<file path="src/rtl/lcd_status_display.sv">
// HD44780 16x2 status display driver: power-up wait, init sequence and a full
// two-line refresh whenever the control FSM state or play speed changes.
module lcd_status_display #(
    parameter int unsigned T_PWRUP = 750000,
    parameter int unsigned T_EN    = 16,
    parameter int unsigned T_CMD   = 2500,
    parameter int unsigned T_CLR   = 82000
) (
    input  logic       clk,
    input  logic       rst,
    input  logic [2:0] i_state,
    input  logic [3:0] i_play_speed,
    output logic [7:0] LCD_DATA,
    output logic       LCD_EN,
    output logic       LCD_RS,
    output logic       LCD_RW,
    output logic       LCD_ON,
    output logic       LCD_BLON,
    output logic       o_busy
);

    localparam int unsigned CntMaxA = (T_PWRUP > T_CLR) ? T_PWRUP : T_CLR;
    localparam int unsigned CntMaxB = (T_CMD > T_EN) ? T_CMD : T_EN;
    localparam int unsigned CntMax  = (CntMaxA > CntMaxB) ? CntMaxA : CntMaxB;
    localparam int unsigned CntW    = (CntMax > 1) ? $clog2(CntMax) : 1;

    localparam logic [CntW-1:0] PwrupLast = CntW'(T_PWRUP - 1);
    localparam logic [CntW-1:0] EnLast    = CntW'(T_EN - 1);
    localparam logic [CntW-1:0] CmdLast   = CntW'(T_CMD - 1);
    localparam logic [CntW-1:0] ClrLast   = CntW'(T_CLR - 1);

    typedef enum logic [1:0] {StPwrup, StInit, StRefresh, StIdle} top_e;
    typedef enum logic [1:0] {BySetup, ByPulse, ByWait} by_e;

    top_e            top_q, top_d;
    by_e             by_st_q, by_st_d;
    logic [CntW-1:0] cnt_q, cnt_d;
    logic [5:0]      idx_q, idx_d;
    logic [6:0]      snap_q, snap_d;

    logic [2:0]      snap_st;
    logic [3:0]      snap_sp;
    logic            is_init;
    logic            is_rec;
    logic [127:0]    line1;
    logic [127:0]    line2;
    logic [39:0]     word;
    logic [39:0]     spd;
    logic [3:0]      spd_n;
    logic [7:0]      spd_digit;
    logic [3:0]      col;
    logic            byte_rs;
    logic [7:0]      byte_data;
    logic [CntW-1:0] wait_last;
    logic [5:0]      last_idx;
    logic            active;

    assign snap_st = snap_q[6:4];
    assign snap_sp = snap_q[3:0];
    // 001 is not a real state code; it renders as INIT.
    assign is_init = (snap_st == 3'b101) || (snap_st == 3'b001);
    assign is_rec  = snap_st[2] && !is_init;

    always_comb begin
        spd_n     = 4'd0;
        spd_digit = 8'h30;
        spd       = "--   ";
        if (!is_init && !is_rec) begin
            if (snap_sp == 4'b0000) begin
                spd = "x1   ";
            end else if (snap_sp == 4'b1000) begin
                spd = "x?   ";
            end else if (snap_sp[3]) begin
                spd_n     = snap_sp - 4'd7;
                spd_digit = 8'h30 + {4'h0, spd_n};
                spd       = {"x", spd_digit, "   "};
            end else begin
                spd_n     = snap_sp + 4'd1;
                spd_digit = 8'h30 + {4'h0, spd_n};
                spd       = {"x1/", spd_digit, " "};
            end
        end
    end

    always_comb begin
        if (is_init) begin
            line1 = "MODE: INIT      ";
            word  = "-----";
        end else begin
            line1 = snap_st[2] ? "MODE: RECORD    " : "MODE: PLAY      ";
            case (snap_st[1:0])
                2'b00:   word = "STOP ";
                2'b10:   word = snap_st[2] ? "REC  " : "PLAY ";
                2'b11:   word = "PAUSE";
                default: word = "-----";
            endcase
        end
        line2 = {word, " SPD: ", spd};
    end

    // Refresh byte index: 0 = 0x80, 1..16 = line 1, 17 = 0xC0, 18..33 = line 2.
    assign col = (idx_q < 6'd17) ? (idx_q[3:0] - 4'd1) : (idx_q[3:0] - 4'd2);

    always_comb begin
        byte_rs   = 1'b0;
        byte_data = 8'h00;
        if (top_q == StInit) begin
            case (idx_q[1:0])
                2'd0:    byte_data = 8'h38;
                2'd1:    byte_data = 8'h0C;
                2'd2:    byte_data = 8'h01;
                default: byte_data = 8'h06;
            endcase
        end else if (top_q == StRefresh) begin
            if (idx_q == 6'd0) begin
                byte_data = 8'h80;
            end else if (idx_q == 6'd17) begin
                byte_data = 8'hC0;
            end else if (idx_q < 6'd17) begin
                byte_rs   = 1'b1;
                byte_data = line1[{~col, 3'b000} +: 8];
            end else begin
                byte_rs   = 1'b1;
                byte_data = line2[{~col, 3'b000} +: 8];
            end
        end
    end

    assign wait_last = (!byte_rs && byte_data == 8'h01) ? ClrLast : CmdLast;
    assign last_idx  = (top_q == StInit) ? 6'd3 : 6'd33;
    assign active    = (top_q == StInit) || (top_q == StRefresh);

    always_comb begin
        top_d   = top_q;
        by_st_d = by_st_q;
        cnt_d   = cnt_q;
        idx_d   = idx_q;
        snap_d  = snap_q;
        case (top_q)
            StPwrup: begin
                if (cnt_q == PwrupLast) begin
                    top_d   = StInit;
                    by_st_d = BySetup;
                    cnt_d   = '0;
                    idx_d   = 6'd0;
                end else begin
                    cnt_d = cnt_q + CntW'(1);
                end
            end
            StInit, StRefresh: begin
                case (by_st_q)
                    BySetup: begin
                        by_st_d = ByPulse;
                        cnt_d   = '0;
                    end
                    ByPulse: begin
                        if (cnt_q == EnLast) begin
                            by_st_d = ByWait;
                            cnt_d   = '0;
                        end else begin
                            cnt_d = cnt_q + CntW'(1);
                        end
                    end
                    ByWait: begin
                        if (cnt_q == wait_last) begin
                            by_st_d = BySetup;
                            cnt_d   = '0;
                            if (idx_q == last_idx) begin
                                idx_d = 6'd0;
                                if (top_q == StInit) begin
                                    top_d  = StRefresh;
                                    snap_d = {i_state, i_play_speed};
                                end else begin
                                    top_d = StIdle;
                                end
                            end else begin
                                idx_d = idx_q + 6'd1;
                            end
                        end else begin
                            cnt_d = cnt_q + CntW'(1);
                        end
                    end
                    default: begin
                        by_st_d = BySetup;
                        cnt_d   = '0;
                    end
                endcase
            end
            StIdle: begin
                if ({i_state, i_play_speed} != snap_q) begin
                    top_d   = StRefresh;
                    snap_d  = {i_state, i_play_speed};
                    by_st_d = BySetup;
                    cnt_d   = '0;
                    idx_d   = 6'd0;
                end
            end
            default: top_d = StPwrup;
        endcase
    end

    always_ff @(posedge clk) begin
        if (!rst) begin
            top_q   <= StPwrup;
            by_st_q <= BySetup;
            cnt_q   <= '0;
            idx_q   <= 6'd0;
            snap_q  <= 7'd0;
        end else begin
            top_q   <= top_d;
            by_st_q <= by_st_d;
            cnt_q   <= cnt_d;
            idx_q   <= idx_d;
            snap_q  <= snap_d;
        end
    end

    assign LCD_DATA = byte_data;
    assign LCD_RS   = byte_rs;
    assign LCD_EN   = active && (by_st_q == ByPulse);
    assign LCD_RW   = 1'b0;
    assign LCD_ON   = 1'b1;
    assign LCD_BLON = 1'b1;
    assign o_busy   = (top_q != StIdle);

endmodule

</file>
<file path="config.mk">
export PLATFORM = sky130hd
export DESIGN_NAME = lcd_status_display
export DESIGN_NICKNAME = d
export VERILOG_FILES = /design/src/rtl/lcd_status_display.sv
export SDC_FILE = /design/constraint.sdc
export NUM_CORES = 1
export LEC_CHECK = 0
export BUFFER_PORTS_ARGS = -buffer_cell sky130_fd_sc_hd__buf_2
export CAP_MARGIN = 10
export CORE_UTILIZATION = 41
export CTS_CLUSTER_DIAMETER = 100
export DETAILED_ROUTE_END_ITERATION = 12
export HOLD_SLACK_MARGIN = 0.05
export PLACE_DENSITY = 0.68
export SETUP_SLACK_MARGIN = 0.15
export SYNTH_ARGS = -nofsm -noshare
export SYNTH_HDL_FRONTEND = slang
export SYNTH_SLANG_ARGS = --single-unit
</file>
<file path="constraint.sdc">
create_clock -name clk -period 11 [get_ports clk]
set_clock_uncertainty 0.15 [all_clocks]
set_input_delay 0.55 -clock clk [delete_from_list [all_inputs] [get_ports clk]]
set_output_delay 0.55 -clock clk [all_outputs]
set_load 0.01 [all_outputs]
</file>
==> metrics <==
outcome finished, final reports clean; CTS Buf Count 5; maximum clock path buffer count 2; largest net degree at the start of global routing 31; commonest cells after routing, fill and taps aside nand2_1, dfxtp_1, nor2_1; via count 3254; post-route ant nets 0; H-tree depth 2; layout cells sized above 1 8.62%; Max stage delay on crit path 0.84 ns; num rows 32; Gate power share 55.0%; Yosys cell types 73; RSZ-0062 raised after global routing false; worst-path fanout max 22; ant diodes 0; syn_area_per_cell 7.72 um^2; slowest CP cell ha_1; Sw Share 46.3%; buffer count from post-CTS setup fixing 0; HP Class reg2reg; reg-to-reg endpoint top_q[0]; initial antenna violation count 0; routed vias/inst 6.13; # IOs 23; vias in the first global route 2997; most common cell after layout, fill and taps aside nand2_1; Hold Crit Depth 2; Seq pwr share 29.9%; Max Clock Freq 161 MHz; GRT Util Overall 21.0%; crit path launch type register; Min Hold Slack 0.334 ns; die area 8440 um^2; CP required 10.30 ns; async set-reset flop share out of synthesis 0%; synthesis-stage register bit count 37; die height 91.9 um; DP Wirelength 6490 um; Hold Crit Endpoint cnt_q[1]; Buf/Inv on CP 3; worst-margin pin slew 0.914 ns; Cells after Synth 429; drt pass-1 iters 6; final worst path period need 6.19 ns; flop-to-flop setup slack 7.33 ns; min-delay src cnt_q[1]; Critical Path AT 5.49 ns; Routed WL 8770 um; core outline area 7770 um^2; clk sink count 37; CTS Hold Bufs 0; Final setup viols 0; root buffer cell clkbuf_8; Final Hold Vio Count 0; Seq/Total Area, Yosys 22.4%; Cell Area, Synth 3310 um^2; area leader, netlist dfxtp_1; Clk pin slew, worst setup/hold paths 0.08 ns; drt drc 0; cell internal pwr 0.330 mW; DR WL/cell 16.5 um; Final period util 56.3%; Clock Latency Late Sink 0.29 ns; RD Place Congestion 0.930; critical path class reg2out; endpoint class of the critical path output pin; Synth area leaders dfxtp_1, ha_1, nand2_1; EDFF count, synth 0; fin. max-slew vios 0; number of synthesis warnings 0; worst vdd rail ir drop 92.8 uV; first-pass GRT wire length 14500 um; die width 91.9 um; setup_tns 0 ns; RR Startpoint idx_q[1]; post-synth top area share 22.4%; Sw Pwr 0.284 mW; CP delay by family, top simple AND/OR/NAND/NOR gates; fillers 808; Port Buf Inserts 19; clock network power share 15.1%; Layout Nets 457; Pleak 1.26 nW; top_reg_cell synth dfxtp_1; Overflow after GRT 0; initial core utilization 42.6%; MaxCap Viol Count 0; Resized cells post-CTS 0; max_slew headroom 38.7%; drt first-iter violations 162; Power Density 175 nW/um^2; ordered cell list for the critical path inv_1, ha_1, nor4b_2, nor2_1, clkinv_1, ha_1, o21ai_0, nor2_1, a31o_2, a21oi_1, or4_1, nand3_1, buf_2; CTS tree done; Area Growth Syn to Fin 5.90%; cell count of the worst reg-to-reg path 8
## power by group through the flow
stage	logic [mW]	clock network, mW	registers, mW
after floorplan	0.275	0	0.168
after global placement	0.334	0	0.186
after detailed placement	0.331	0	0.186
after CTS	0.333	0.0954	0.183
after global routing	0.372	0.0997	0.188
final	0.338	0.0925	0.184
## state kept, by name, indices dropped and copies added (netlist names)
signal,flops
by_st_q,2
cnt_q,20
idx_q,6
snap_q,7
top_q,2
## final cells by class
cell class	count	area, um^2	area share (%)
Multi-Input combinational cell	348	2390	68.2
Inverter	16	60.1	1.71
Sequential cell	37	741	21.1
Tap cell	102	128	3.64
Clock buffer	6	72.6	2.07
Timing Repair Buffer	20	103	2.93
Clock inverter	2	10.0	0.286
## worst max path at each step
stage / start / end / slack (ns) / cells after the start
finish: idx_q[1] / LCD_DATA[2] / 4.81 / 13
floorplan: idx_q[1] / LCD_DATA[1] / 6.77 / 14
CTS: idx_q[1] / LCD_DATA[2] / 4.95 / 13
global route: idx_q[1] / LCD_DATA[2] / 4.52 / 13
global placement: idx_q[1] / LCD_DATA[2] / 5.28 / 13
detailed placement: idx_q[1] / LCD_DATA[2] / 5.28 / 13
## stage by stage
step	std cells	utilization [%]	area (um^2)	setup WS, ns	power (mW)
floorplan	430	-	3310	6.77	0.442
global placement	523	44.1	3420	5.28	0.520
detailed placement	523	44.1	3420	5.28	0.517
CTS	531	45.1	3510	4.95	0.611
global route	531	45.1	3510	4.52	0.659
finish	531	45.1	3510	4.81	0.614
## worst min-delay path, delay by kind of cell, from the launching register on
kind / cells / cell delay (ns)
DFF: 1 / 0.33
AOI/OAI and AO/OA: 1 / 0.05
and+or+nand+nor: 1 / 0.06
## metal layers
layer / part of all wire (%) / routed length (um) / track usage (%) / up-vias
met5: 0 / 0 / 0 / -
met4: 3.1 / 269 / 7.29 / 0
met3: 6.4 / 560 / 2.32 / 26
met2: 48 / 4210 / 37.3 / 135
met1: 43 / 3740 / 26.0 / 1515
li1: - / - / - / 1578
## kinds of logic (layout without fill, tap and decap cells)
family / Yosys count / count (layout) / synth area share [%]
buffers and inverters: 45 / 44 / 5.48
AND/OR/NAND/NOR: 175 / 175 / 29.0
flip-flops: 37 / 37 / 22.4
adder cells (fa/ha/maj): 20 / 20 / 7.56
XOR/XNOR: 30 / 30 / 7.94
multiplexers: 8 / 8 / 2.42
AO/OA/AOI/OAI: 112 / 112 / 25.0
other: 2 / 3 / 0.227
## cell usage after synthesis, types with 9 or more instances
cell type	count
inv_1	15
xnor2_1	15
nand3_1	19
nand2_1	41
a21oi_1	14
dfxtp_1	37
o21ai_0	23
a211oi_1	9
ha_1	20
clkbuf_1	25
xor2_1	15
nor2_1	34
Power figures use the tool's default switching activity.
